==> config.mk <==
export PLATFORM = sky130hd
export DESIGN_NAME = emmc_card_cmd_resp_flat
export DESIGN_NICKNAME = d
export VERILOG_FILES = /design/src/rtl/emmc_card_cmd_resp_if.sv /design/src/rtl/emmc_card_cmd_resp.sv /design/src/flat_wrapper.sv
export SDC_FILE = /design/constraint.sdc
export NUM_CORES = 1
export LEC_CHECK = 0
export ABC_AREA = 0
export CORE_MARGIN = 2
export CORE_UTILIZATION = 57
export DETAILED_ROUTE_END_ITERATION = 7
export DONT_BUFFER_PORTS = 1
export HOLD_SLACK_MARGIN = 0.06
export PLACE_DENSITY = 0.79
export SLEW_MARGIN = 20
export SYNTH_ARGS = -nofsm -noshare
export SYNTH_HDL_FRONTEND = slang
export SYNTH_SLANG_ARGS = --single-unit
==> constraint.sdc <==
create_clock -name clk_i -period 4.9 [get_ports clk_i]
set_input_delay 0.98 -clock clk_i [delete_from_list [all_inputs] [get_ports clk_i]]
set_output_delay 0.98 -clock clk_i [all_outputs]
set_load 0.01 [all_outputs]
==> src/rtl/emmc_card_cmd_resp_if.sv <==
// Card-side CMD line plus the transfer-command hand-off towards the card data engine.
// The slave modport is the card responder; the master modport is the host/bench side.
interface emmc_card_cmd_resp_if;
  logic        emmc_cmd_i;
  logic        emmc_cmd_o;
  logic        emmc_cmd_oe_o;
  logic        cmd_valid_o;
  logic [5:0]  cmd_idx_o;
  logic [31:0] cmd_arg_o;
  logic        crc_err_o;

  modport slave (
    input  emmc_cmd_i,
    output emmc_cmd_o,
    output emmc_cmd_oe_o,
    output cmd_valid_o,
    output cmd_idx_o,
    output cmd_arg_o,
    output crc_err_o
  );

  modport master (
    output emmc_cmd_i,
    input  emmc_cmd_o,
    input  emmc_cmd_oe_o,
    input  cmd_valid_o,
    input  cmd_idx_o,
    input  cmd_arg_o,
    input  crc_err_o
  );
endinterface

==> src/rtl/emmc_card_cmd_resp.sv <==
// eMMC card-side CMD responder: receives 48-bit host commands, checks CRC7/framing,
// tracks the identification/transfer card state and answers with R1/R2/R3 frames.
//
// line state  | meaning
// RX_IDLE     | waiting for a start bit on the CMD line
// RX_SHIFT    | capturing the remaining 47 command bits
// DECODE      | one cycle: check frame, update card state, pick response
// WAIT_NCR    | line released for the N_CR turnaround gap
// TX_SHIFT    | driving the response frame MSB first
module emmc_card_cmd_resp #(
  parameter int unsigned N_CR        = 2,
  parameter logic [15:0] RCA_DEFAULT = 16'h0001
) (
  input  logic                 clk_i,
  input  logic                 rst_i,
  emmc_card_cmd_resp_if.slave  bus,
  input  logic [31:0]          ocr_i,
  input  logic [127:0]         cid_i,
  input  logic [127:0]         csd_i,
  input  logic                 card_busy_i,
  input  logic                 ready_for_data_i,
  output logic [15:0]          rca_o,
  output logic [3:0]           state_o
);

  typedef enum logic [2:0] {
    LN_RX_IDLE,
    LN_RX_SHIFT,
    LN_DECODE,
    LN_WAIT_NCR,
    LN_TX_SHIFT
  } line_e;

  typedef enum logic [3:0] {
    CS_IDLE  = 4'd0,
    CS_READY = 4'd1,
    CS_IDENT = 4'd2,
    CS_STBY  = 4'd3,
    CS_TRAN  = 4'd4
  } card_e;

  typedef enum logic [2:0] {
    RESP_NONE,
    RESP_R1,
    RESP_R2_CID,
    RESP_R2_CSD,
    RESP_R3
  } resp_e;

  localparam logic [6:0] NCR_LOAD   = 7'(N_CR - 2);
  localparam logic [7:0] RX_BITS_M1 = 8'd46;
  localparam logic [7:0] R48_M1     = 8'd47;
  localparam logic [7:0] R136_M1    = 8'd135;

  function automatic logic [6:0] crc7(input logic [39:0] data);
    logic [6:0] c;
    logic       fb;
    c = 7'h00;
    for (int i = 39; i >= 0; i--) begin
      fb = data[i] ^ c[6];
      c  = {c[5:0], 1'b0} ^ (fb ? 7'h09 : 7'h00);
    end
    return c;
  endfunction

  line_e         line_q, line_d;
  card_e         card_q, card_d;
  logic [46:0]   rx_sr_q, rx_sr_d;
  logic [135:0]  tx_sr_q, tx_sr_d;
  logic [7:0]    bit_cnt_q, bit_cnt_d;
  logic [6:0]    ncr_cnt_q, ncr_cnt_d;
  logic [15:0]   rca_q, rca_d;
  logic [5:0]    cmd_idx_q, cmd_idx_d;
  logic [31:0]   cmd_arg_q, cmd_arg_d;
  logic          com_crc_err_q, com_crc_err_d;
  logic          illegal_q, illegal_d;

  logic          rx_trans, rx_end;
  logic [5:0]    rx_idx;
  logic [31:0]   rx_arg;
  logic [6:0]    rx_crc, rx_crc_calc;
  logic          frame_ok, rca_ok;
  logic [31:0]   status;
  logic [39:0]   r1_body;
  logic [6:0]    r1_crc;

  resp_e         dec_resp;
  card_e         dec_card;
  logic          dec_rca_load;
  logic          dec_illegal;
  logic          dec_xfer;
  logic [135:0]  dec_frame;
  logic [7:0]    dec_len_m1;

  logic          unused_bits;
  assign unused_bits = ^{ocr_i[31], cid_i[0], csd_i[0]};

  // Received frame fields; the start bit is not kept in the shift register.
  assign rx_trans    = rx_sr_q[46];
  assign rx_idx      = rx_sr_q[45:40];
  assign rx_arg      = rx_sr_q[39:8];
  assign rx_crc      = rx_sr_q[7:1];
  assign rx_end      = rx_sr_q[0];
  assign rx_crc_calc = crc7({1'b0, rx_sr_q[46:8]});
  assign frame_ok    = rx_trans && rx_end && (rx_crc == rx_crc_calc);
  assign rca_ok      = (rx_arg[31:16] == rca_q);

  assign status  = {8'h00, com_crc_err_q, illegal_q, 9'h000, card_q, ready_for_data_i, 8'h00};
  assign r1_body = {2'b00, rx_idx, status};
  assign r1_crc  = crc7(r1_body);

  // Command table
  always_comb begin
    dec_resp     = RESP_NONE;
    dec_card     = card_q;
    dec_rca_load = 1'b0;
    dec_illegal  = 1'b0;
    dec_xfer     = 1'b0;
    if (frame_ok) begin
      case (rx_idx)
        6'd0: begin
          dec_card     = CS_IDLE;
          dec_rca_load = 1'b1;
        end
        6'd1: begin
          if (card_q == CS_IDLE) begin
            dec_resp = RESP_R3;
            if (!card_busy_i) dec_card = CS_READY;
          end else begin
            dec_illegal = 1'b1;
          end
        end
        6'd2: begin
          if (card_q == CS_READY) begin
            dec_resp = RESP_R2_CID;
            dec_card = CS_IDENT;
          end else begin
            dec_illegal = 1'b1;
          end
        end
        6'd3: begin
          if (card_q == CS_IDENT) begin
            dec_resp     = RESP_R1;
            dec_rca_load = 1'b1;
            dec_card     = CS_STBY;
          end else begin
            dec_illegal = 1'b1;
          end
        end
        6'd9: begin
          if (card_q == CS_STBY || card_q == CS_TRAN) begin
            if (rca_ok) begin
              if (card_q == CS_STBY) dec_resp = RESP_R2_CSD;
              else                   dec_illegal = 1'b1;
            end
          end else begin
            dec_illegal = 1'b1;
          end
        end
        6'd7: begin
          if (card_q == CS_STBY) begin
            if (rca_ok) begin
              dec_resp = RESP_R1;
              dec_card = CS_TRAN;
            end
          end else if (card_q == CS_TRAN) begin
            if (!rca_ok) dec_card    = CS_STBY;
            else         dec_illegal = 1'b1;
          end else begin
            dec_illegal = 1'b1;
          end
        end
        6'd13: begin
          if (card_q == CS_STBY || card_q == CS_TRAN) begin
            if (rca_ok) dec_resp = RESP_R1;
          end else begin
            dec_illegal = 1'b1;
          end
        end
        6'd6, 6'd8, 6'd12, 6'd17, 6'd18, 6'd24, 6'd25: begin
          if (card_q == CS_TRAN) begin
            dec_resp = RESP_R1;
            dec_xfer = 1'b1;
          end else begin
            dec_illegal = 1'b1;
          end
        end
        default: dec_illegal = 1'b1;
      endcase
    end
  end

  // Response frames are left-aligned in the 136-bit shifter.
  always_comb begin
    dec_frame  = '1;
    dec_len_m1 = R48_M1;
    case (dec_resp)
      RESP_R1:     dec_frame = {r1_body, r1_crc, 1'b1, 88'h0};
      RESP_R3:     dec_frame = {2'b00, 6'h3F, ~card_busy_i, ocr_i[30:0], 7'h7F, 1'b1, 88'h0};
      RESP_R2_CID: begin
        dec_frame  = {2'b00, 6'h3F, cid_i[127:1], 1'b1};
        dec_len_m1 = R136_M1;
      end
      RESP_R2_CSD: begin
        dec_frame  = {2'b00, 6'h3F, csd_i[127:1], 1'b1};
        dec_len_m1 = R136_M1;
      end
      default: ;
    endcase
  end

  always_ff @(posedge clk_i) begin
    if (rst_i) begin
      line_q        <= LN_RX_IDLE;
      card_q        <= CS_IDLE;
      rx_sr_q       <= '0;
      tx_sr_q       <= '1;
      bit_cnt_q     <= '0;
      ncr_cnt_q     <= '0;
      rca_q         <= RCA_DEFAULT;
      cmd_idx_q     <= '0;
      cmd_arg_q     <= '0;
      com_crc_err_q <= 1'b0;
      illegal_q     <= 1'b0;
    end else begin
      line_q        <= line_d;
      card_q        <= card_d;
      rx_sr_q       <= rx_sr_d;
      tx_sr_q       <= tx_sr_d;
      bit_cnt_q     <= bit_cnt_d;
      ncr_cnt_q     <= ncr_cnt_d;
      rca_q         <= rca_d;
      cmd_idx_q     <= cmd_idx_d;
      cmd_arg_q     <= cmd_arg_d;
      com_crc_err_q <= com_crc_err_d;
      illegal_q     <= illegal_d;
    end
  end

  always_comb begin
    line_d        = line_q;
    card_d        = card_q;
    rx_sr_d       = rx_sr_q;
    tx_sr_d       = tx_sr_q;
    bit_cnt_d     = bit_cnt_q;
    ncr_cnt_d     = ncr_cnt_q;
    rca_d         = rca_q;
    cmd_idx_d     = cmd_idx_q;
    cmd_arg_d     = cmd_arg_q;
    com_crc_err_d = com_crc_err_q;
    illegal_d     = illegal_q;
    case (line_q)
      LN_RX_IDLE: begin
        if (!bus.emmc_cmd_i) begin
          line_d    = LN_RX_SHIFT;
          bit_cnt_d = RX_BITS_M1;
        end
      end
      LN_RX_SHIFT: begin
        rx_sr_d = {rx_sr_q[45:0], bus.emmc_cmd_i};
        if (bit_cnt_q == 8'd0) line_d    = LN_DECODE;
        else                   bit_cnt_d = bit_cnt_q - 8'd1;
      end
      LN_DECODE: begin
        // Error bits clear when reported in an R1; a fresh error overrides the clear.
        if (dec_resp == RESP_R1) begin
          com_crc_err_d = 1'b0;
          illegal_d     = 1'b0;
        end
        if (!frame_ok) com_crc_err_d = 1'b1;
        if (dec_illegal) illegal_d = 1'b1;
        card_d = dec_card;
        if (dec_rca_load) rca_d = (rx_idx == 6'd0) ? RCA_DEFAULT : rx_arg[31:16];
        if (dec_xfer) begin
          cmd_idx_d = rx_idx;
          cmd_arg_d = rx_arg;
        end
        if (dec_resp != RESP_NONE) begin
          line_d    = LN_WAIT_NCR;
          ncr_cnt_d = NCR_LOAD;
          tx_sr_d   = dec_frame;
          bit_cnt_d = dec_len_m1;
        end else begin
          line_d = LN_RX_IDLE;
        end
      end
      LN_WAIT_NCR: begin
        if (ncr_cnt_q == 7'd0) line_d    = LN_TX_SHIFT;
        else                   ncr_cnt_d = ncr_cnt_q - 7'd1;
      end
      LN_TX_SHIFT: begin
        tx_sr_d = {tx_sr_q[134:0], 1'b1};
        if (bit_cnt_q == 8'd0) line_d    = LN_RX_IDLE;
        else                   bit_cnt_d = bit_cnt_q - 8'd1;
      end
      default: line_d = LN_RX_IDLE;
    endcase
  end

  always_comb begin
    bus.emmc_cmd_oe_o = (line_q == LN_TX_SHIFT);
    bus.emmc_cmd_o    = (line_q == LN_TX_SHIFT) ? tx_sr_q[135] : 1'b1;
    bus.crc_err_o     = (line_q == LN_DECODE) && !frame_ok;
    bus.cmd_valid_o   = (line_q == LN_DECODE) && dec_xfer;
    bus.cmd_idx_o     = cmd_idx_q;
    bus.cmd_arg_o     = cmd_arg_q;
    rca_o             = rca_q;
    state_o           = card_q;
  end

endmodule

==> src/flat_wrapper.sv <==
// flat-port wrapper written by rule: the top's interface ports become plain ports
module emmc_card_cmd_resp_flat 
#(
  parameter int unsigned N_CR        = 2,
  parameter logic [15:0] RCA_DEFAULT = 16'h0001
)
  (clk_i, rst_i, ocr_i, cid_i, csd_i, card_busy_i, ready_for_data_i, rca_o, state_o, bus_emmc_cmd_i, bus_emmc_cmd_o, bus_emmc_cmd_oe_o, bus_cmd_valid_o, bus_cmd_idx_o, bus_cmd_arg_o, bus_crc_err_o);
  emmc_card_cmd_resp_if bus_i ();
  input  logic clk_i;
  input  logic rst_i;
  input  logic [31:0] ocr_i;
  input  logic [127:0] cid_i;
  input  logic [127:0] csd_i;
  input  logic card_busy_i;
  input  logic ready_for_data_i;
  output logic [15:0] rca_o;
  output logic [3:0] state_o;
  input wire logic [$bits(bus_i.emmc_cmd_i)-1:0] bus_emmc_cmd_i;
  output wire logic [$bits(bus_i.emmc_cmd_o)-1:0] bus_emmc_cmd_o;
  output wire logic [$bits(bus_i.emmc_cmd_oe_o)-1:0] bus_emmc_cmd_oe_o;
  output wire logic [$bits(bus_i.cmd_valid_o)-1:0] bus_cmd_valid_o;
  output wire logic [$bits(bus_i.cmd_idx_o)-1:0] bus_cmd_idx_o;
  output wire logic [$bits(bus_i.cmd_arg_o)-1:0] bus_cmd_arg_o;
  output wire logic [$bits(bus_i.crc_err_o)-1:0] bus_crc_err_o;
  assign bus_i.emmc_cmd_i = bus_emmc_cmd_i;
  assign bus_emmc_cmd_o = bus_i.emmc_cmd_o;
  assign bus_emmc_cmd_oe_o = bus_i.emmc_cmd_oe_o;
  assign bus_cmd_valid_o = bus_i.cmd_valid_o;
  assign bus_cmd_idx_o = bus_i.cmd_idx_o;
  assign bus_cmd_arg_o = bus_i.cmd_arg_o;
  assign bus_crc_err_o = bus_i.crc_err_o;
  emmc_card_cmd_resp #(.N_CR(N_CR), .RCA_DEFAULT(RCA_DEFAULT)) u_core (.clk_i(clk_i), .rst_i(rst_i), .bus(bus_i), .ocr_i(ocr_i), .cid_i(cid_i), .csd_i(csd_i), .card_busy_i(card_busy_i), .ready_for_data_i(ready_for_data_i), .rca_o(rca_o), .state_o(state_o));
endmodule
Word-level counts from Yosys, hierarchy flattened
Index checks and enable logic that the tools add are counted.
{"block": "classes", "add_sub_neg": 2, "n_eq_ne": 42, "mux": 139, "bitwise": 126, "n_reduce_logical": 29}
{"op": "case mux 136 bit (4 select lines)", "count": 1}
{"op": "XOR 7 bit", "count": 75}
{"op": "two-way mux 4 bit", "count": 85}
{"op": "case mux 136 bit (2 select lines)", "count": 1}
{"op": "two-way mux 136 bit", "count": 1}
{"op": "XOR 1 bit", "count": 48}
{"op": "two-way mux 8 bit", "count": 4}
{"op": "two-way mux 3 bit", "count": 10}
{"op": "== test 6 x 4 -> 1 bit (second input constant)", "count": 4}
{"op": "== test 6 x 5 -> 1 bit (second input constant)", "count": 4}
{"op": "two-way mux 1 bit", "count": 24}
{"op": "case mux 8 bit (3 select lines)", "count": 1}
{"op": "case mux 3 bit (7 select lines)", "count": 1}
{"op": "case mux 4 bit (5 select lines)", "count": 1}
{"op": "== test 16 bit", "count": 1}
{"op": "two-way mux 16 bit", "count": 1}
{"op": "case mux 3 bit (5 select lines)", "count": 1}
{"op": "two-way mux 7 bit", "count": 2}
{"op": "inequality test 2 x 1 -> 1 bit (second input constant)", "count": 7}
{"op": "case mux 7 bit (2 select lines)", "count": 1}
{"op": "== test 3 x 2 -> 1 bit (second input constant)", "count": 4}
{"op": "== test 6 x 2 -> 1 bit (second input constant)", "count": 2}
{"op": "== test 6 x 3 -> 1 bit (second input constant)", "count": 2}
{"op": "inequality test 2 bit (second input constant)", "count": 5}
{"op": "34 further kinds", "count": 52}
{"block": "word_totals", "reg_bits": 261, "in_bits": 293, "output_inout_bits": 62, "word_cells": 349}

Longest topological paths before layout
Gate-level depths: netlist of the first run.
{"block": "depth", "word_depth": 122, "depth_mapped": 16, "mapped_depth_nobuf": 12}

Worst setup path before layout of the first run
No wires, ideal clock.
{"block": "synth_path", "kind": "register -> output", "startpoint": "register u_core.rx_sr_q[42]", "endpoint": "output port bus_cmd_valid_o", "arrival_time_ps": 3684, "required_time_ps": 3920, "setup_slack_ps": 236, "path_stages_with_launch": 13, "n_path_buf": 3, "path_cell_list": "dfxtp_1 buf_4 xnor3_1 xnor2_1 xnor3_1 xnor3_1 or4_1 o2111ai_1 nand2_1 a2111o_1 buf_6 buf_6 inv_1"}
{"block": "synth_between", "elab_chain_cells": 57, "elab_cells_between_ends": 100, "classes_between": "eq/ne (8); mux (28); bitwise (61); reduce/logical (3)"}
{"element": "start, declared", "line_no": "emmc_card_cmd_resp.sv:68", "source": "logic [46:0] rx_sr_q, rx_sr_d;"}
{"element": "start signal, assigned", "line_no": "emmc_card_cmd_resp.sv:228", "source": "rx_sr_q <= rx_sr_d;"}
{"element": "XOR 1 bit", "line_no": "emmc_card_cmd_resp.sv:60", "source": "fb = data[i] ^ c[6];"}
{"element": "two-way mux 4 bit", "line_no": "emmc_card_cmd_resp.sv:61", "source": "c = {c[5:0], 1'b0} ^ (fb ? 7'h09 : 7'h00);"}
{"element": "XOR 7 bit (4 in a row)", "line_no": "emmc_card_cmd_resp.sv:61"}
{"element": "XOR 1 bit", "line_no": "emmc_card_cmd_resp.sv:60"}
{"element": "two-way mux 4 bit", "line_no": "emmc_card_cmd_resp.sv:61"}
{"element": "XOR 7 bit (4 in a row)", "line_no": "emmc_card_cmd_resp.sv:61"}
{"element": "XOR 1 bit", "line_no": "emmc_card_cmd_resp.sv:60"}
{"element": "two-way mux 4 bit", "line_no": "emmc_card_cmd_resp.sv:61"}
{"element": "[30 not listed]"}
{"element": "XOR 7 bit (4 in a row)", "line_no": "emmc_card_cmd_resp.sv:61"}
{"element": "XOR 1 bit", "line_no": "emmc_card_cmd_resp.sv:60"}
{"element": "two-way mux 4 bit", "line_no": "emmc_card_cmd_resp.sv:61"}
{"element": "XOR 7 bit (3 in a row)", "line_no": "emmc_card_cmd_resp.sv:61"}
{"element": "== test 7 bit", "line_no": "emmc_card_cmd_resp.sv:105", "source": "assign frame_ok = rx_trans && rx_end && (rx_crc == rx_crc_calc);"}
{"element": "logical AND 1 bit", "line_no": "emmc_card_cmd_resp.sv:105"}
{"element": "two-way mux 1 bit (*)", "line_no": "emmc_card_cmd_resp.sv:119", "source": "if (frame_ok) begin"}
{"element": "logical AND 1 bit (*)", "line_no": "emmc_card_cmd_resp.sv:304", "source": "bus.cmd_valid_o = (line_q == LN_DECODE) && dec_xfer;"}
{"element": "end, declared", "line_no": "flat_wrapper.sv:21", "source": "output wire logic [$bits(bus_i.cmd_valid_o)-1:0] bus_cmd_valid_o;"}
Mark *: on every way between the ends. The rest lies on a longest branch, timed or not.

Worst setup path after layout of the first run
{"block": "layout_path", "startpoint": "register u_core.rx_sr_q[21]", "endpoint": "output port bus_cmd_valid_o"}
{"block": "layout_between", "elab_chain_cells": 26, "elab_cells_between_ends": 30, "classes_between": "eq/ne (1); mux (7); bitwise (20); reduce/logical (2)"}
{"element": "XOR 1 bit (*)", "line_no": "emmc_card_cmd_resp.sv:60"}
{"element": "two-way mux 4 bit (*)", "line_no": "emmc_card_cmd_resp.sv:61"}
{"element": "XOR 7 bit (*) (4 in a row)", "line_no": "emmc_card_cmd_resp.sv:61"}
{"element": "XOR 1 bit", "line_no": "emmc_card_cmd_resp.sv:60"}
{"element": "two-way mux 4 bit", "line_no": "emmc_card_cmd_resp.sv:61"}
{"element": "XOR 7 bit (*) (4 in a row)", "line_no": "emmc_card_cmd_resp.sv:61"}
{"element": "XOR 1 bit", "line_no": "emmc_card_cmd_resp.sv:60"}
{"element": "two-way mux 4 bit", "line_no": "emmc_card_cmd_resp.sv:61"}
{"element": "XOR 7 bit (*) (4 in a row)", "line_no": "emmc_card_cmd_resp.sv:61"}
{"element": "XOR 1 bit", "line_no": "emmc_card_cmd_resp.sv:60"}
{"element": "two-way mux 4 bit", "line_no": "emmc_card_cmd_resp.sv:61"}
{"element": "XOR 7 bit (*) (2 in a row)", "line_no": "emmc_card_cmd_resp.sv:61"}
{"element": "== test 7 bit (*)", "line_no": "emmc_card_cmd_resp.sv:105"}
{"element": "logical AND 1 bit (*)", "line_no": "emmc_card_cmd_resp.sv:105"}
{"element": "two-way mux 1 bit (*)", "line_no": "emmc_card_cmd_resp.sv:119"}
{"element": "logical AND 1 bit (*)", "line_no": "emmc_card_cmd_resp.sv:304"}
Marked as above.

==> impl_metrics.env, run 1 <==
export IMPL_status="completed"
export IMPL_grt_max_degree=243
export IMPL_via_count=12874
export IMPL_peakVddDrop_mv=0.255
export IMPL_reg2reg_depth=13
export IMPL_drc_errors=0
export IMPL_die_x_um=163
export IMPL_start_kind="flip-flop"
export IMPL_setup_tns_ns=0
export IMPL_vias_per_cell=6.20
export IMPL_whs_ns=0.464
export IMPL_netlist_instances=1820
export IMPL_worstHoldEndpoint="u_core.tx_sr_q[103]$_SDFFE_PP1P_"
export IMPL_ys_seq_area_frac=0.360
export IMPL_max_freq_mhz=205
export IMPL_synth_cell_type_count=69
export IMPL_nFillCells=2138
export IMPL_synth_fp_nets=2121
export IMPL_rows=58
export IMPL_routabilityCongestion=0.886
export IMPL_drtIter0Drc=1384
export IMPL_cp_required_ns=3.92
export IMPL_numCtsBuffers=27
export IMPL_r2r_start="u_core.rx_sr_q[21]$_SDFFE_PP0P_"
export IMPL_max_cap_viol_count=0
export IMPL_cts_clk_slew_worst_paths_ns=0.06
export IMPL_hold_violations=0
export IMPL_synth_edf_count=0
export IMPL_avgRoutedWirePerCell_um=19.2
export IMPL_setup_viol=0
export IMPL_hp_start="u_core.tx_sr_q[102]$_SDFFE_PP1P_"
export IMPL_portBuffers=0
export IMPL_syn_area_mm2=0.0145
export IMPL_multiInputGateArea_mm2=0.00845
export IMPL_ant_nets=0
export IMPL_grt_antenna_before_repair=4
export IMPL_dp_slack_ns=0.240
export IMPL_worstHoldPathType="flip-flop to flip-flop"
export IMPL_seqCellArea_mm2=0.00522
export IMPL_hpwl_um=27100
export IMPL_fin_area_mm2=0.0156
export IMPL_power_leakage_nw=6.02
export IMPL_synth_seq_cells=260
export IMPL_overflow=0
export IMPL_ys_warnings_count=0
export IMPL_async_reset_ff_frac=0
export IMPL_numClockSinks=260
export IMPL_ys_flop_type="dfxtp_1"
export IMPL_grt_pass1_wl_um=60200
export IMPL_r2r_slack_ns=0.76
export IMPL_layout_nets=2023
export IMPL_start_util=0.577
export IMPL_clock_latency_ns=0.56
export IMPL_report_final_slew_viol_count=0
export IMPL_crit_type="flip-flop to primary output"
export IMPL_die_area_mm2=0.0266
export IMPL_min_path_cells=2
export IMPL_period_share=0.995
export IMPL_die_y_um=163
export IMPL_grt_pass1_vias=11447
export IMPL_grt_usage=0.277
export IMPL_area_growth_pct=7.72
export IMPL_worstMarginPinSlew_ns=0.996
export IMPL_fin_skew_ns=0.0386
export IMPL_rr_endpoint="u_core.tx_sr_q[8]$_SDFFE_PP1P_"
export IMPL_setup_ws_ns=0.0241
export IMPL_cp_max_fo=4
export IMPL_fin_crit_ns=4.88
export IMPL_power_mw=6.44
export IMPL_drive_gt1_frac=0.0820
export IMPL_relSlewSlack=0.336
export IMPL_first_pass_iters=6
export IMPL_synth_avg_cell_area_um2=7.94
export IMPL_coreArea_mm2=0.0250
export IMPL_cts_root_buf="clkbuf_16"
export IMPL_cp_arrival_ns=3.90
export IMPL_place_area_mm2=0.0145
export IMPL_ioPinCount=355
export IMPL_powerDensity_mw_per_mm2=414
export IMPL_htreeDepth=1
export IMPL_critPathCaptureType="primary output"
export IMPL_routed_wl_um=39800
export IMPL_clockBufferDepth=3
export IMPL_cts_tree="done"
-- layer usage --
metal / share of wire / GRT usage / vias to the layer above
met5: 0 / 0 / -
met4: 0.027 / 0.0941 / 0
met2: 0.48 / 0.467 / 542
li1: - / - / 6208
met3: 0.075 / 0.0503 / 73
met1: 0.42 / 0.358 / 6051
-- layout make-up --
| class | instances | share of cell area |
|---|---|---|
| diodes | 4 | 0.000643 |
| flip-flops and latches | 260 | 0.335 |
| repair buffers | 50 | 0.0270 |
| multi-input cells | 1336 | 0.543 |
| clock inverters | 10 | 0.00539 |
| clock buffers | 40 | 0.0510 |
| inverters | 47 | 0.0115 |
| well taps | 330 | 0.0265 |
-- cells in the final DEF, fill, tap and decap left out, types with 15 or more instances in the layout --
cell type	netlist	layout
nand2_1	460	458
dfxtp_1	260	253
a21oi_1	193	192
a211o_1	89	89
mux2i_1	84	83
o211ai_1	80	80
xnor2_1	70	67
nor2_1	63	63
inv_1	46	46
buf_4	9	45
a222oi_1	31	31
o21ai_1	30	30
clkbuf_16	0	27
nor3_1	24	24
nand4_1	19	19
nand3_1	15	15
o21ai_0	15	15
-- cells in the mapped netlist (all sizes together) (2+ instances only) --
library cell / n / share of area
and3: 6 / 0.0026
a22oi: 8 / 0.0042
o21ai: 45 / 0.016
nor3: 24 / 0.0083
a31oi: 3 / 0.0013
a222oi: 31 / 0.021
nor4: 5 / 0.0022
a2111oi: 2 / 0.0012
o2111ai: 3 / 0.0023
o221ai: 4 / 0.0024
o31ai: 2 / 0.0010
and4: 2 / 0.0012
a221o: 13 / 0.0090
or3: 2 / 0.00087
ha: 8 / 0.0069
and2: 5 / 0.0022
a311oi: 4 / 0.0024
nand2: 460 / 0.12
or2: 3 / 0.0013
xor2: 16 / 0.0097
a211o: 89 / 0.054
nor2: 63 / 0.016
nor2b: 4 / 0.0017
nor3b: 6 / 0.0035
nand3b: 2 / 0.0010
nand4: 19 / 0.0082
o2111a: 2 / 0.0016
o211ai: 88 / 0.048
a211oi: 5 / 0.0026
xnor3: 13 / 0.020
mux2i: 84 / 0.058
a21o: 3 / 0.0016
inv: 47 / 0.012
buf: 43 / 0.020
o22ai: 4 / 0.0017
dfxtp: 260 / 0.36
nand2b: 6 / 0.0026
clkbuf: 134 / 0.035
xor3: 6 / 0.0099
nand3: 15 / 0.0052
xnor2: 71 / 0.044
a21oi: 193 / 0.067
-- logic make-up (layout without fill, tap and decap cells) --
family / after synthesis / after routing / share of synthesized area
muxes: 85 / 85 / 0.0590
buffers and inverters: 224 / 147 / 0.0667
and+or+nand+nor: 625 / 625 / 0.179
adders and majority gates: 8 / 8 / 0.00693
xor gates and xnor gates: 106 / 106 / 0.0834
DFF: 260 / 260 / 0.360
other: 1 / 5 / 0.000260
AOI/OAI and AO/OA: 511 / 511 / 0.245
-- through the flow --
step                instances   util
global route             2077  0.622
detailed placement       2016  0.579
global placement         2016  0.579
floorplan                1820      -
finish                   2077  0.622
CTS                      2069  0.617
-- power breakdown --
group	internal, mW	leakage (nW)	switching, mW
registers	2.55	2.12	0.237
clock network	1.17	0.433	0.852
logic	0.604	3.46	1.03
total	4.33	6.02	2.11
-- worst max-delay path by stage --
stage,start,end,slack (ns),depth (start not counted)
after global routing,u_core.rx_sr_q[21]$_SDFFE_PP0P_,bus_cmd_valid_o,-0.05,9
final,u_core.rx_sr_q[21]$_SDFFE_PP0P_,bus_cmd_valid_o,0.02,10
after CTS,u_core.rx_sr_q[42]$_SDFFE_PP0P_,bus_cmd_valid_o,0.005,11
after detailed placement,u_core.rx_sr_q[43]$_SDFFE_PP0P_,bus_cmd_valid_o,0.24,10
after floorplan,u_core.rx_sr_q[42]$_SDFFE_PP0P_,bus_cmd_valid_o,0.24,12
after global placement,u_core.rx_sr_q[43]$_SDFFE_PP0P_,bus_cmd_valid_o,0.33,10
-- worst max-delay path: stages, from the launching register on --
cell,delay (ns)
dfxtp_2,0.37
xor2_2,0.22
xnor3_1,0.46
xnor3_1,0.40
buf_4,0.15
xor3_1,0.42
or2_1,0.28
o221ai_1,0.18
nand3_1,0.18
a2111o_2,0.56
inv_1,0.12
-- flip-flops by register name, summed over array words and instances, names as in the netlist --
name	flops
u_core.bit_cnt_q	8
u_core.bus.cmd_arg_o	32
u_core.bus.cmd_idx_o	6
u_core.com_crc_err_q	1
u_core.illegal_q	1
u_core.line_q	3
u_core.ncr_cnt_q	7
u_core.rca_o	16
u_core.rx_sr_q	47
u_core.state_o	3
u_core.tx_sr_q	136
-- timing repair --
item | CTS | global route
pin swaps | 4 | 12
gates resized for setup | 11 | 20
buffers inserted | 3 | 4
hold buffers | 0 | 0
endpoints found under the setup margin | 2 | 2
Note: power is estimated with default switching activity, not from simulation.
==> inputs of run 2 (changes only) <==
==> constraint.sdc (replaced) <==
create_clock -name clk_i -period 4.9 [get_ports clk_i]
set_input_delay 0.98 -clock clk_i [delete_from_list [all_inputs] [get_ports clk_i]]
set_output_delay 0.98 -clock clk_i [all_outputs]
set_load 0.05 [all_outputs]
==> impl_metrics.env, run 2 (synthesis gave the netlist of run 1 again) <==
export IMPL_coreArea_mm2=0.0250
export IMPL_drive_gt1_frac=0.0905
export IMPL_hpwl_um=27100
export IMPL_power_mw=6.69
export IMPL_relSlewSlack=0.297
export IMPL_overflow=0
export IMPL_portBuffers=0
export IMPL_worstHoldPathType="flip-flop to flip-flop"
export IMPL_period_share=0.994
export IMPL_vias_per_cell=6.24
export IMPL_die_x_um=163
export IMPL_clkPwrFrac=0.336
export IMPL_mostFrequentLayoutCells="nand2_1, dfxtp_1, a21oi_1, a211o_1, mux2i_1"
export IMPL_netSwitchingFraction=0.322
export IMPL_fin_skew_ns=0.0258
export IMPL_avgRoutedWirePerCell_um=19.2
export IMPL_place_inst=2022
export IMPL_status="completed"
export IMPL_grt_usage=0.282
export IMPL_ioPinCount=355
export IMPL_powerDensity_mw_per_mm2=423
export IMPL_final_common_cell="nand2_1"
export IMPL_routed_wl_um=40100
export IMPL_cts_hold_buffers=0
export IMPL_hold_violations=0
export IMPL_p_sw_mw=2.15
export IMPL_fin_crit_ns=4.87
export IMPL_first_pass_iters=8
export IMPL_cp_arrival_ns=3.89
export IMPL_drtIter0Drc=1511
export IMPL_cts_root_buf="clkbuf_16"
export IMPL_ant_nets=0
export IMPL_seqPwrFrac=0.416
export IMPL_max_freq_mhz=205
export IMPL_combPwrFrac=0.247
export IMPL_report_final_slew_viol_count=0
export IMPL_cts_tree="done"
export IMPL_numClockSinks=260
export IMPL_crit_type="flip-flop to primary output"
export IMPL_area_growth_pct=9.50
export IMPL_largest_register="u_core.tx_sr_q"
export IMPL_via_count=13057
export IMPL_die_y_um=163
export IMPL_htreeDepth=1
export IMPL_max_cap_viol_count=0
export IMPL_layout_nets=2035
export IMPL_setup_viol=0
export IMPL_numCtsBuffers=28
export IMPL_grt_pass1_wl_um=61400
export IMPL_start_util=0.577
export IMPL_rsz0062_at_grt="yes"
export IMPL_cp_max_fo=4
export IMPL_grt_pass1_vias=11558
export IMPL_power_internal_mw=4.54
export IMPL_grt_antenna_before_repair=5
export IMPL_clockBufferDepth=3
export IMPL_rows=58
export IMPL_clock_latency_ns=0.55
export IMPL_worstMarginPinSlew_ns=1.05
export IMPL_grt_max_degree=243
export IMPL_die_area_mm2=0.0266
export IMPL_drc_errors=0
export IMPL_routabilityCongestion=0.906
export IMPL_whs_ns=0.462
export IMPL_largest_reg_flops=136
export IMPL_start_kind="flip-flop"
export IMPL_cts_clk_slew_worst_paths_ns=0.06
export IMPL_stdcell_count=2091
export IMPL_cp_required_ns=3.92
export IMPL_critPathCaptureType="primary output"
export IMPL_peakVddDrop_mv=0.329
export IMPL_power_leakage_nw=6.14
-- run 2: changes by cell type in the layout (fill, tap and decap cells not counted), moves of 2 or more --
cell | previous run | this run
xnor2_1 | 67 | 64
dfxtp_4 | 1 | 5
clkinv_2 | 6 | 4
buf_4 | 45 | 54
xnor3_1 | 7 | 11
xnor2_2 | 2 | 5
bufinv_16 | 1 | 4
buf_12 | 3 | 5
dfxtp_2 | 6 | 3
xnor3_2 | 6 | 2
clkbuf_16 | 27 | 29
-- run 2: per-layer routing --
layer	global-route usage	up-vias	routed length (um)
met1	0.369	6233	16900
met5	0	-	0
met3	0.0571	80	2850
met2	0.453	513	19000
met4	0.119	0	1320
li1	-	6231	-
-- run 2: area by class of cell --
class,count,area (um2)
antenna,5,12.5
clock buffer,41,831
clock inverter,11,164
fill,2088,9210
inverter,47,181
multi-input combinational,1336,8470
sequential,260,5230
tap,330,413
timing repair buffer,61,528
-- run 2: critical path, cell delays in order (launching register included) --
cell	delay [ns]
dfxtp_4	0.36
xnor2_4	0.17
xnor3_1	0.43
xnor3_1	0.42
xnor3_2	0.47
buf_6	0.11
or4b_4	0.46
o2111ai_4	0.12
nand2_2	0.08
a2111o_2	0.51
inv_2	0.09
buf_12	0.13
-- run 2: path summary, 6_finish.rpt --
path | cells after the start | startpoint | endpoint | slack, ns
worst max-delay path | 11 | u_core.rx_sr_q[33]$_SDFFE_PP0P_ | bus_cmd_valid_o | 0.03
worst min-delay path | 2 | u_core.tx_sr_q[135]$_SDFFE_PP1P_ | u_core.tx_sr_q[135]$_SDFFE_PP1P_ | 0.46
worst min register to register | 2 | u_core.tx_sr_q[135]$_SDFFE_PP1P_ | u_core.tx_sr_q[135]$_SDFFE_PP1P_ | 0.46
worst max register to register | 14 | u_core.rx_sr_q[33]$_SDFFE_PP0P_ | u_core.tx_sr_q[87]$_SDFFE_PP1P_ | 0.75
-- run 2: per-stage QoR --
| stage | worst slack [ns] | util | setup TNS [ns] | cell area, um2 |
|---|---|---|---|---|
| floorplan | 0.0103 | - | 0 | 14500 |
| global placement | 0.284 | 0.581 | 0 | 14600 |
| detailed placement | 0.258 | 0.581 | 0 | 14600 |
| CTS | 0.0151 | 0.626 | 0 | 15700 |
| global route | -0.0342 | 0.632 | -0.0342 | 15800 |
| finish | 0.0300 | 0.632 | 0 | 15800 |
-- run 2: repair_timing --
action	in CTS	in global routing
setup buffers	4	8
resized for setup	19	17
pin swaps	5	10
hold endpoints to repair	0	0
endpoints found under the setup margin	2	1
-- run 2: power groups by stage --
stage / sequential (mW) / clock [mW] / combinational, mW
6_report: 2.78 / 2.25 / 1.65
3_3_place_gp: 2.80 / 0 / 1.58
3_5_place_dp: 2.82 / 0 / 1.64
2_1_floorplan: 2.75 / 0 / 1.40
4_1_cts: 2.78 / 2.29 / 1.65
5_1_grt: 2.83 / 2.38 / 1.87
==> inputs of run 3 (changes only) <==
--- a/config.mk
+++ b/config.mk
@@ -6,13 +6,13 @@
 export NUM_CORES = 1
 export LEC_CHECK = 0
 export ABC_AREA = 0
-export CORE_MARGIN = 2
+export CORE_MARGIN = 4
 export CORE_UTILIZATION = 57
 export DETAILED_ROUTE_END_ITERATION = 7
 export DONT_BUFFER_PORTS = 1
 export HOLD_SLACK_MARGIN = 0.06
 export PLACE_DENSITY = 0.79
-export SLEW_MARGIN = 20
+export SLEW_MARGIN = 0
 export SYNTH_ARGS = -nofsm -noshare
 export SYNTH_HDL_FRONTEND = slang
 export SYNTH_SLANG_ARGS = --single-unit
==> impl_metrics.env, run 3 (synthesis gave the netlist of run 1 again) <==
export IMPL_use_met1=0.357
export IMPL_cp_max_fo=4
export IMPL_clock_latency_ns=0.53
export IMPL_relSlewSlack=0.203
export IMPL_top_usage_layer="met2"
export IMPL_max_freq_mhz=208
export IMPL_period_share=0.982
export IMPL_max_cap_viol_count=0
export IMPL_crit_type="flip-flop to primary output"
export IMPL_r2r_start="u_core.rx_sr_q[35]$_SDFFE_PP0P_"
export IMPL_status="finished with violations"
export IMPL_p_sw_mw=2.10
export IMPL_worstHoldPathType="flip-flop to flip-flop"
export IMPL_grt_util_met3=0.0432
export IMPL_mostFrequentLayoutCells="nand2_1, dfxtp_1, a21oi_1, a211o_1, mux2i_1"
export IMPL_grt_max_degree=243
export IMPL_die_x_um=167
export IMPL_rr_endpoint="u_core.tx_sr_q[89]$_SDFFE_PP1P_"
export IMPL_hold_violations=0
export IMPL_worstHoldEndpoint="u_core.tx_sr_q[134]$_SDFFE_PP1P_"
export IMPL_die_y_um=167
export IMPL_final_common_cell="nand2_1"
export IMPL_drc_errors=9
export IMPL_cts_clk_slew_worst_paths_ns=0.06
export IMPL_report_final_slew_viol_count=0
export IMPL_power_mw=6.54
export IMPL_largest_reg_flops=136
export IMPL_ioPinCount=355
export IMPL_clockBufferDepth=3
export IMPL_numCtsBuffers=27
export IMPL_routed_wl_um=40700
export IMPL_grt_pass1_wl_um=63000
export IMPL_reg2reg_depth=14
export IMPL_routabilityCongestion=0.945
export IMPL_fin_util=0.625
export IMPL_setup_viol=0
export IMPL_cp_slowest_cell="a2111o_2"
export IMPL_powerDensity_mw_per_mm2=418
export IMPL_cts_root_buf="clkbuf_16"
export IMPL_numClockSinks=260
export IMPL_grt_util_met2=0.452
export IMPL_ant_nets=0
export IMPL_fin_skew_ns=0.0153
export IMPL_crit_top_cell="xnor3_2"
export IMPL_htreeDepth=1
export IMPL_grt_pass1_vias=11861
export IMPL_peakVddDrop_mv=0.372
export IMPL_hp_start="u_core.tx_sr_q[134]$_SDFFE_PP1P_"
export IMPL_netSwitchingFraction=0.321
export IMPL_cp_required_ns=3.92
export IMPL_crit_path_max_incr_delay_ns=0.55
export IMPL_clkPwrFrac=0.322
export IMPL_drtIter0Drc=1439
export IMPL_grt_usage=0.266
export IMPL_rows=58
export IMPL_start_util=0.577
export IMPL_first_pass_iters=8
export IMPL_worstMarginPinSlew_ns=1.20
export IMPL_via_count=13043
export IMPL_start_kind="flip-flop"
export IMPL_grt_antenna_before_repair=2
export IMPL_power_leakage_nw=6.07
export IMPL_hpwl_um=27800
export IMPL_cts_tree="done"
export IMPL_seqPwrFrac=0.426
export IMPL_combPwrFrac=0.252
export IMPL_avgRoutedWirePerCell_um=19.6
export IMPL_overflow=0
export IMPL_dp_slack_ns=0.201
export IMPL_r2r_slack_ns=0.63
export IMPL_largest_register="u_core.tx_sr_q"
export IMPL_drive_gt1_frac=0.0836
export IMPL_violations="design-rule violations"
export IMPL_die_area_mm2=0.0280
export IMPL_critPathCaptureType="primary output"
export IMPL_min_path_cells=2
export IMPL_setup_ws_ns=0.0873
export IMPL_fin_crit_ns=4.81
export IMPL_power_internal_mw=4.44
export IMPL_place_inst=2022
export IMPL_layout_nets=2031
export IMPL_coreArea_mm2=0.0250
export IMPL_cp_cell_sequence="xnor3_2, xnor2_2, xnor3_2, buf_4, buf_4, xnor3_2, or2_1, o221ai_2, nand3_2, a2111o_2, inv_2, buf_12"
export IMPL_cp_arrival_ns=3.83
export IMPL_portBuffers=0
export IMPL_area_growth_pct=8.36
export IMPL_vias_per_cell=6.28
export IMPL_whs_ns=0.463
export IMPL_stdcell_count=2078
run 3: what timing repair did:
| action | CTS | global route |
|---|---|---|
| hold buffers | 0 | 0 |
| setup endpoints to repair | 2 | 2 |
| gates resized for setup | 15 | 11 |
| setup buffers | 3 | 6 |
| pin swaps | 6 | 10 |
run 3: worst max-delay path: cells and delay by family, from the launching register on:
kind | cells | cell delay [ns]
simple gates | 2 | 0.37
buf+inv | 4 | 0.50
xor+xnor | 4 | 1.35
compound gates | 2 | 0.74
flops | 1 | 0.33
run 3: metal layers:
metal | share of wire | routed length, um
met1 | 0.42 | 17000
met2 | 0.49 | 19800
met3 | 0.072 | 2940
met4 | 0.022 | 909
met5 | 0 | 0
run 3: cell type report:
type	count	area [um2]
Fill cell	2176	9380
Multi-Input combinational cell	1336	8450
Sequential cell	260	5210
Clock buffer	40	815
Timing Repair Buffer	58	489
Tap cell	330	413
Inverter	47	181
Clock inverter	5	100
Antenna cell	2	5.00
run 3: how the worst max path moves through the flow:
stage                                          startpoint  depth (start not counted)              end
after detailed placement  u_core.rx_sr_q[42]$_SDFFE_PP0P_                         10  bus_cmd_valid_o
after global routing      u_core.rx_sr_q[35]$_SDFFE_PP0P_                         12  bus_cmd_valid_o
after floorplan           u_core.rx_sr_q[42]$_SDFFE_PP0P_                         12  bus_cmd_valid_o
after CTS                 u_core.rx_sr_q[43]$_SDFFE_PP0P_                         11  bus_cmd_valid_o
after global placement    u_core.rx_sr_q[42]$_SDFFE_PP0P_                         10  bus_cmd_valid_o
final                     u_core.rx_sr_q[35]$_SDFFE_PP0P_                         12  bus_cmd_valid_o
run 3: power by group through the flow:
| stage | Combinational [mW] | Clock, mW | Sequential, mW |
|---|---|---|---|
| global placement | 1.59 | 0 | 2.80 |
| detailed placement | 1.64 | 0 | 2.82 |
| CTS | 1.65 | 2.15 | 2.78 |
| floorplan | 1.40 | 0 | 2.75 |
| finish | 1.65 | 2.11 | 2.79 |
| global route | 1.87 | 2.23 | 2.83 |
run 3: stage by stage:
stage                     cell area [um2]  setup TNS [ns]
after floorplan                     14500               0
after global placement              14500               0
after detailed placement            14500               0
after global routing                15700         -0.0274
after CTS                           15600               0
final                               15700               0
